$ cat config.mk
export PLATFORM = sky130hd
export DESIGN_NAME = small_calculator_driver_flat
export DESIGN_NICKNAME = d
export VERILOG_FILES = /design/src/rtl/small_calculator_pkg.sv /design/src/rtl/small_calculator_driver_if.sv /design/src/rtl/small_calculator_cmd_fifo.sv /design/src/rtl/small_calculator_driver.sv /design/src/flat_wrapper.sv
export SDC_FILE = /design/constraint.sdc
export NUM_CORES = 1
export LEC_CHECK = 0
export CAP_MARGIN = 20
export CORE_ASPECT_RATIO = 1.25
export CORE_UTILIZATION = 40
export DETAILED_ROUTE_END_ITERATION = 8
export MAX_ROUTING_LAYER = met4
export PLACE_DENSITY_LB_ADDON = 0.08
export SETUP_SLACK_MARGIN = 0.02
export SKIP_CTS_REPAIR_TIMING = 1
export SLEW_MARGIN = 30
export SYNTH_ARGS = -nofsm -noshare
export SYNTH_HDL_FRONTEND = slang
export SYNTH_SLANG_ARGS = --single-unit
$ cat constraint.sdc
create_clock -name clk -period 2.9 [get_ports clk]
set_input_delay 0.58 -clock clk [delete_from_list [all_inputs] [get_ports clk]]
set_output_delay 0.58 -clock clk [all_outputs]
set_load 0.005 [all_outputs]
$ cat src/rtl/small_calculator_pkg.sv
// Shared types and widths for the small_calculator command driver.
package small_calculator_pkg;

    localparam int OP_W   = 2;
    localparam int DATA_W = 4;

    typedef enum logic [1:0] {
        IDLE  = 2'd0,
        ISSUE = 2'd1,
        WAIT  = 2'd2,
        RESP  = 2'd3
    } state_t;

    typedef struct packed {
        logic [OP_W-1:0]   op;
        logic [DATA_W-1:0] in1;
        logic [DATA_W-1:0] in2;
    } cmd_t;

endpackage

$ cat src/rtl/small_calculator_driver_if.sv
// Command, calculator and response signal bundle for small_calculator_driver.
interface small_calculator_driver_if;
    import small_calculator_pkg::*;

    logic              cmd_valid;
    logic              cmd_ready;
    logic [OP_W-1:0]   cmd_op;
    logic [DATA_W-1:0] cmd_in1;
    logic [DATA_W-1:0] cmd_in2;
    logic              calc_go;
    logic [OP_W-1:0]   calc_op;
    logic [DATA_W-1:0] calc_in1;
    logic [DATA_W-1:0] calc_in2;
    logic              calc_done;
    logic [DATA_W-1:0] calc_out;
    logic              rsp_valid;
    logic              rsp_ready;
    logic [DATA_W-1:0] rsp_data;
    logic              rsp_err;
    logic              busy;

    // slave: the driver itself; master: the surrounding environment
    modport slave (
        input  cmd_valid, cmd_op, cmd_in1, cmd_in2, calc_done, calc_out, rsp_ready,
        output cmd_ready, calc_go, calc_op, calc_in1, calc_in2, rsp_valid, rsp_data,
               rsp_err, busy
    );

    modport master (
        output cmd_valid, cmd_op, cmd_in1, cmd_in2, calc_done, calc_out, rsp_ready,
        input  cmd_ready, calc_go, calc_op, calc_in1, calc_in2, rsp_valid, rsp_data,
               rsp_err, busy
    );

endinterface

$ cat src/rtl/small_calculator_cmd_fifo.sv
// Command FIFO; pointers carry one extra wrap bit to tell full from empty.
module small_calculator_cmd_fifo
    import small_calculator_pkg::*;
#(
    parameter int DEPTH = 4
) (
    input  logic clk,
    input  logic rst_n,
    input  logic push,
    input  logic pop,
    input  cmd_t wdata,
    output cmd_t rdata,
    output logic full,
    output logic empty
);

    localparam int AW = $clog2(DEPTH);

    logic [AW:0] wr_ptr;
    logic [AW:0] rd_ptr;
    cmd_t        mem [DEPTH];

    always_ff @(posedge clk or negedge rst_n) begin
        if (!rst_n) begin
            wr_ptr <= '0;
            rd_ptr <= '0;
        end else begin
            if (push) wr_ptr <= wr_ptr + 1'b1;
            if (pop)  rd_ptr <= rd_ptr + 1'b1;
        end
    end

    // storage carries no reset: only the pointers decide what is valid
    always_ff @(posedge clk) begin
        if (push) mem[wr_ptr[AW-1:0]] <= wdata;
    end

    assign rdata = mem[rd_ptr[AW-1:0]];
    assign empty = (wr_ptr == rd_ptr);
    assign full  = (wr_ptr[AW] != rd_ptr[AW]) && (wr_ptr[AW-1:0] == rd_ptr[AW-1:0]);

endmodule

$ cat src/rtl/small_calculator_driver.sv
// Queues calculator commands, issues them one at a time and returns each
// result (or a timeout error) on a valid/ready response port.
module small_calculator_driver
    import small_calculator_pkg::*;
#(
    parameter int DEPTH   = 4,
    parameter int TIMEOUT = 15
) (
    input  logic                     clk,
    input  logic                     rst_n,
    small_calculator_driver_if.slave bus
);

    localparam int                CNT_W    = $clog2(TIMEOUT);
    localparam logic [CNT_W-1:0]  CNT_LAST = CNT_W'(TIMEOUT - 1);

    state_t           state;
    state_t           state_nxt;
    cmd_t             head;
    cmd_t             issue_cmd;
    logic             full;
    logic             empty;
    logic             push;
    logic             pop;
    logic [CNT_W-1:0] wait_cnt;
    logic [DATA_W-1:0] rsp_data_r;
    logic             rsp_err_r;

    assign push = bus.cmd_valid && !full;
    assign pop  = (state == IDLE) && !empty;

    small_calculator_cmd_fifo #(
        .DEPTH (DEPTH)
    ) u_fifo (
        .clk   (clk),
        .rst_n (rst_n),
        .push  (push),
        .pop   (pop),
        .wdata ('{op: bus.cmd_op, in1: bus.cmd_in1, in2: bus.cmd_in2}),
        .rdata (head),
        .full  (full),
        .empty (empty)
    );

    always_ff @(posedge clk or negedge rst_n) begin
        if (!rst_n) state <= IDLE;
        else        state <= state_nxt;
    end

    always_comb begin
        state_nxt = state;
        unique case (state)
            IDLE:    if (!empty) state_nxt = ISSUE;
            ISSUE:   state_nxt = WAIT;
            WAIT:    if (bus.calc_done || (wait_cnt == CNT_LAST)) state_nxt = RESP;
            RESP:    if (bus.rsp_ready) state_nxt = IDLE;
            default: state_nxt = IDLE;
        endcase
    end

    // done is tested before the timeout so a late done still counts as success
    always_ff @(posedge clk or negedge rst_n) begin
        if (!rst_n) begin
            issue_cmd  <= '0;
            wait_cnt   <= '0;
            rsp_data_r <= '0;
            rsp_err_r  <= 1'b0;
        end else begin
            if (pop) issue_cmd <= head;
            case (state)
                ISSUE: wait_cnt <= '0;
                WAIT: begin
                    if (bus.calc_done) begin
                        rsp_data_r <= bus.calc_out;
                        rsp_err_r  <= 1'b0;
                    end else if (wait_cnt == CNT_LAST) begin
                        rsp_data_r <= '0;
                        rsp_err_r  <= 1'b1;
                    end else begin
                        wait_cnt <= wait_cnt + 1'b1;
                    end
                end
                default: ;
            endcase
        end
    end

    assign bus.cmd_ready = !full;
    assign bus.calc_go   = (state == ISSUE);
    assign bus.calc_op   = issue_cmd.op;
    assign bus.calc_in1  = issue_cmd.in1;
    assign bus.calc_in2  = issue_cmd.in2;
    assign bus.rsp_valid = (state == RESP);
    assign bus.rsp_data  = rsp_data_r;
    assign bus.rsp_err   = rsp_err_r;
    assign bus.busy      = (state != IDLE) || !empty;

endmodule

$ cat src/flat_wrapper.sv
// flat-port wrapper written by rule: the top's interface ports become plain ports
module small_calculator_driver_flat import small_calculator_pkg::*;
#(
    parameter int DEPTH   = 4,
    parameter int TIMEOUT = 15
)
  (clk, rst_n, bus_cmd_valid, bus_cmd_op, bus_cmd_in1, bus_cmd_in2, bus_calc_done, bus_calc_out, bus_rsp_ready, bus_cmd_ready, bus_calc_go, bus_calc_op, bus_calc_in1, bus_calc_in2, bus_rsp_valid, bus_rsp_data, bus_rsp_err, bus_busy);
  small_calculator_driver_if bus_i ();
  input  logic clk;
  input  logic rst_n;
  input wire logic [$bits(bus_i.cmd_valid)-1:0] bus_cmd_valid;
  input wire logic [$bits(bus_i.cmd_op)-1:0] bus_cmd_op;
  input wire logic [$bits(bus_i.cmd_in1)-1:0] bus_cmd_in1;
  input wire logic [$bits(bus_i.cmd_in2)-1:0] bus_cmd_in2;
  input wire logic [$bits(bus_i.calc_done)-1:0] bus_calc_done;
  input wire logic [$bits(bus_i.calc_out)-1:0] bus_calc_out;
  input wire logic [$bits(bus_i.rsp_ready)-1:0] bus_rsp_ready;
  output wire logic [$bits(bus_i.cmd_ready)-1:0] bus_cmd_ready;
  output wire logic [$bits(bus_i.calc_go)-1:0] bus_calc_go;
  output wire logic [$bits(bus_i.calc_op)-1:0] bus_calc_op;
  output wire logic [$bits(bus_i.calc_in1)-1:0] bus_calc_in1;
  output wire logic [$bits(bus_i.calc_in2)-1:0] bus_calc_in2;
  output wire logic [$bits(bus_i.rsp_valid)-1:0] bus_rsp_valid;
  output wire logic [$bits(bus_i.rsp_data)-1:0] bus_rsp_data;
  output wire logic [$bits(bus_i.rsp_err)-1:0] bus_rsp_err;
  output wire logic [$bits(bus_i.busy)-1:0] bus_busy;
  assign bus_i.cmd_valid = bus_cmd_valid;
  assign bus_i.cmd_op = bus_cmd_op;
  assign bus_i.cmd_in1 = bus_cmd_in1;
  assign bus_i.cmd_in2 = bus_cmd_in2;
  assign bus_i.calc_done = bus_calc_done;
  assign bus_i.calc_out = bus_calc_out;
  assign bus_i.rsp_ready = bus_rsp_ready;
  assign bus_cmd_ready = bus_i.cmd_ready;
  assign bus_calc_go = bus_i.calc_go;
  assign bus_calc_op = bus_i.calc_op;
  assign bus_calc_in1 = bus_i.calc_in1;
  assign bus_calc_in2 = bus_i.calc_in2;
  assign bus_rsp_valid = bus_i.rsp_valid;
  assign bus_rsp_data = bus_i.rsp_data;
  assign bus_rsp_err = bus_i.rsp_err;
  assign bus_busy = bus_i.busy;
  small_calculator_driver #(.DEPTH(DEPTH), .TIMEOUT(TIMEOUT)) u_core (.clk(clk), .rst_n(rst_n), .bus(bus_i));
endmodule
==> results.json <==
{
  "status": "completed",
  "setup.worst_path.end_class": "output port",
  "core-area_um2": 6690,
  "synth-simple-area-share_pct": 4.13,
  "start_util_pct": 42.1,
  "fp-row-count": 33,
  "antenna_found_initial": 0,
  "gp_congestion": 0.748,
  "io_buffer_count": 37,
  "skew_ns": 0.0167,
  "synthCells": 159,
  "die_w_um": 77.1,
  "grt_use_total_pct": 15.6,
  "antenna_cells": 0,
  "worstSetupPathType": "register to output port",
  "slowest_delay_ns": 0.60,
  "avgViaCountPerCell": 5.14,
  "route.vias.total": 1526,
  "irDropWorstVdd_mv": 0.399,
  "yosysSeqAreaShare_pct": 66.6,
  "drc": 0,
  "cts_root_buf": "clkbuf_8",
  "wirelength_mm": 4.91,
  "hold_violations": 0,
  "fin_crit_sh_pct": 91.4,
  "synth_area_um2": 2820,
  "rsz0062_at_grt": "false",
  "cts-buffers-inserted": 9,
  "synth_mux_area_share_pct": 14.6,
  "yosys_warnings": 0,
  "synth_xor_area_share_pct": 2.49,
  "tns_ns": 0,
  "slew_headroom_pct": 57.7,
  "post_drt_wl_per_cell_um": 16.5,
  "path_cells": "xnor2_1 -> nand3_1 -> clkdlybuf4s50_1",
  "hold_path.class": "register to register",
  "final_util_pct": 51.9,
  "start_kind": "register",
  "area_growth_pct": 23.2,
  "drive_above_1_share_pct": 19.0,
  "die_area_um2": 7390,
  "die_height_um": 95.8,
  "synth-adder-area-share_pct": 4.88,
  "dr.pass1.iters": 4,
  "overflow": 0,
  "clkTransAtPathRegs_ns": 0.08,
  "cap_viol_max_count": 0,
  "crit_arrival_ns": 2.07,
  "drtIter0Drc": 49,
  "slew_violations": 0,
  "p_leak_uw": 0.00135,
  "cts.sinks": 67,
  "cts.path.max_buffers": 2,
  "grt_max_degree": 28,
  "ys_ff_latch": 67,
  "ys_types": 32,
  "syn_nets": 189,
  "cts_tree": "done",
  "synth_top_family_by_area": "multiplexers",
  "antenna_left": 0,
  "ios": 38,
  "min_period_ns": 2.65,
  "min_from": "u_core.bus.rsp_data[1]",
  "setup_viol_count_final": 0,
  "cp_slowest_cell": "dfrtp_1",
  "power_density_nw_per_um2": 1050,
  "syn_area_per_cell_um2": 17.7,
  "synth-compound-area-share_pct": 4.71,
  "path_max_fanout": 13,
  "fin_nets": 235,
  "cp-startpoint": "u_core.u_fifo.rd_ptr[1]",
  "cp_data_required_time_ns": 2.32,
  "grt_pass1_vias": 1600,
  "worst_pin_slew_ns": 0.634,
  "hpwl_mm": 3.20,
  "grt_pass1_wl_mm": 8.07,
  "reg2reg_from": "u_core.u_fifo.rd_ptr[1]",
  "max_freq_mhz": 377,
  "cts_max_level": 3,
  "insertion_delay_ns": 0.34
}
-- final timing paths --
check / endpoint / slack (ns) / cells past startpoint
hold reg to reg: u_core.bus.rsp_data[1] / 0.51 / 1
setup reg to reg: u_core.u_fifo.mem[3][5] / 0.74 / 3
hold / removal: u_core.bus.rsp_data[1] / 0.51 / 1
max in group asynchronous: u_core.bus.calc_in2[0] / 2.00 / 2
min in group asynchronous: u_core.bus.rsp_err / 0.63 / 2
setup / recovery: bus_cmd_ready / 0.25 / 3
-- sequential cells by signal (all words and copies together), names as in the netlist, 3 cells and up --
| name | flops |
|---|---|
| u_core.wait_cnt | 4 |
| u_core.bus.calc_in1 | 4 |
| u_core.bus.calc_in2 | 4 |
| u_core.u_fifo.wr_ptr | 3 |
| u_core.u_fifo.mem | 40 |
| u_core.u_fifo.rd_ptr | 3 |
| u_core.bus.rsp_data | 4 |
-- Yosys cell counts --
cell	n	area (um^2)
nand3_1	4	20.0
nand4_1	3	18.8
a21oi_1	1	5.00
and3_1	4	25.0
nand2_1	8	30.0
ha_1	11	138
mux2_4	8	120
mux4_1	3	78.8
o22ai_1	1	6.26
a22oi_1	1	7.51
xnor2_1	5	43.8
buf_12	1	20.0
inv_1	9	33.8
o311ai_0	2	17.5
a22o_1	1	8.76
buf_6	1	11.3
mux2_2	4	45.0
dfrtp_1	27	676
nor2_1	1	3.75
clkbuf_1	1	3.75
a31o_4	1	17.5
mux4_2	7	158
a41oi_1	1	8.76
a32o_1	4	40.0
buf_1	1	3.75
nand2b_1	2	12.5
edfxtp_1	40	1200
a31oi_2	1	12.5
nor2_2	1	6.26
xor2_1	3	26.3
o221ai_1	1	8.76
mux2i_1	1	10.0
-- kinds of logic after synthesis --
kind of cell,count (synthesis)
compound gates,14
xor+xnor,8
fa+ha+maj,11
buf+inv,13
flops,67
mux,23
simple gates,23
-- worst max-delay path: cells and delay by family (launching register included) --
family | cells | cell delay [ns]
buf+inv | 1 | 0.50
simple gates | 1 | 0.24
flops | 1 | 0.60
xor+xnor | 1 | 0.39
-- cells in the final DEF, fill, tap and decap left out, types with 3 or more instances in the layout --
master,count
mux4_2,7
mux2_2,4
xnor2_1,5
mux4_1,3
nand3_1,4
ha_1,11
clkbuf_8,9
mux2_4,8
inv_1,9
xor2_1,3
edfxtp_1,40
clkdlybuf4s50_1,37
a32o_1,4
nand4_1,3
nand2_1,8
dfrtp_1,27
and3_1,4
-- layer usage --
metal	global-route usage [%]	wire length (um)	up-vias
met5	-	0	-
met4	8.49	83	0
met3	2.75	150	7
met2	26.9	2560	36
met1	17.6	2120	778
li1	-	-	705
-- layout make-up --
class                           instances  area (um^2)
Fill cell                             570         3220
Sequential cell                        67         1880
Multi-Input combinational cell         79          868
Timing Repair Buffer                   39          385
Clock buffer                            9          124
Tap cell                               87          109
Clock inverter                          7         75.1
Inverter                                9         33.8
-- through the flow --
step	hold WS (ns)	std cells	instance area [um^2]	total power, uW	setup slack, ns
after floorplan	0.284	159	2820	2460	1.36
after global placement	0.473	281	3270	2890	0.640
after detailed placement	0.489	281	3270	2940	0.604
after CTS	0.507	297	3470	3710	0.232
after global routing	0.522	297	3470	3890	0.115
final	0.506	297	3470	3650	0.249
-- report_power, final --
group / leakage, uW / internal [uW] / switching (uW) / total (uW)
Sequential: 0.000697 / 1330 / 186 / 1520
Clock: 0.000100 / 401 / 360 / 762
Combinational: 0.000548 / 784 / 589 / 1370
Power figures use the tool's default switching activity.
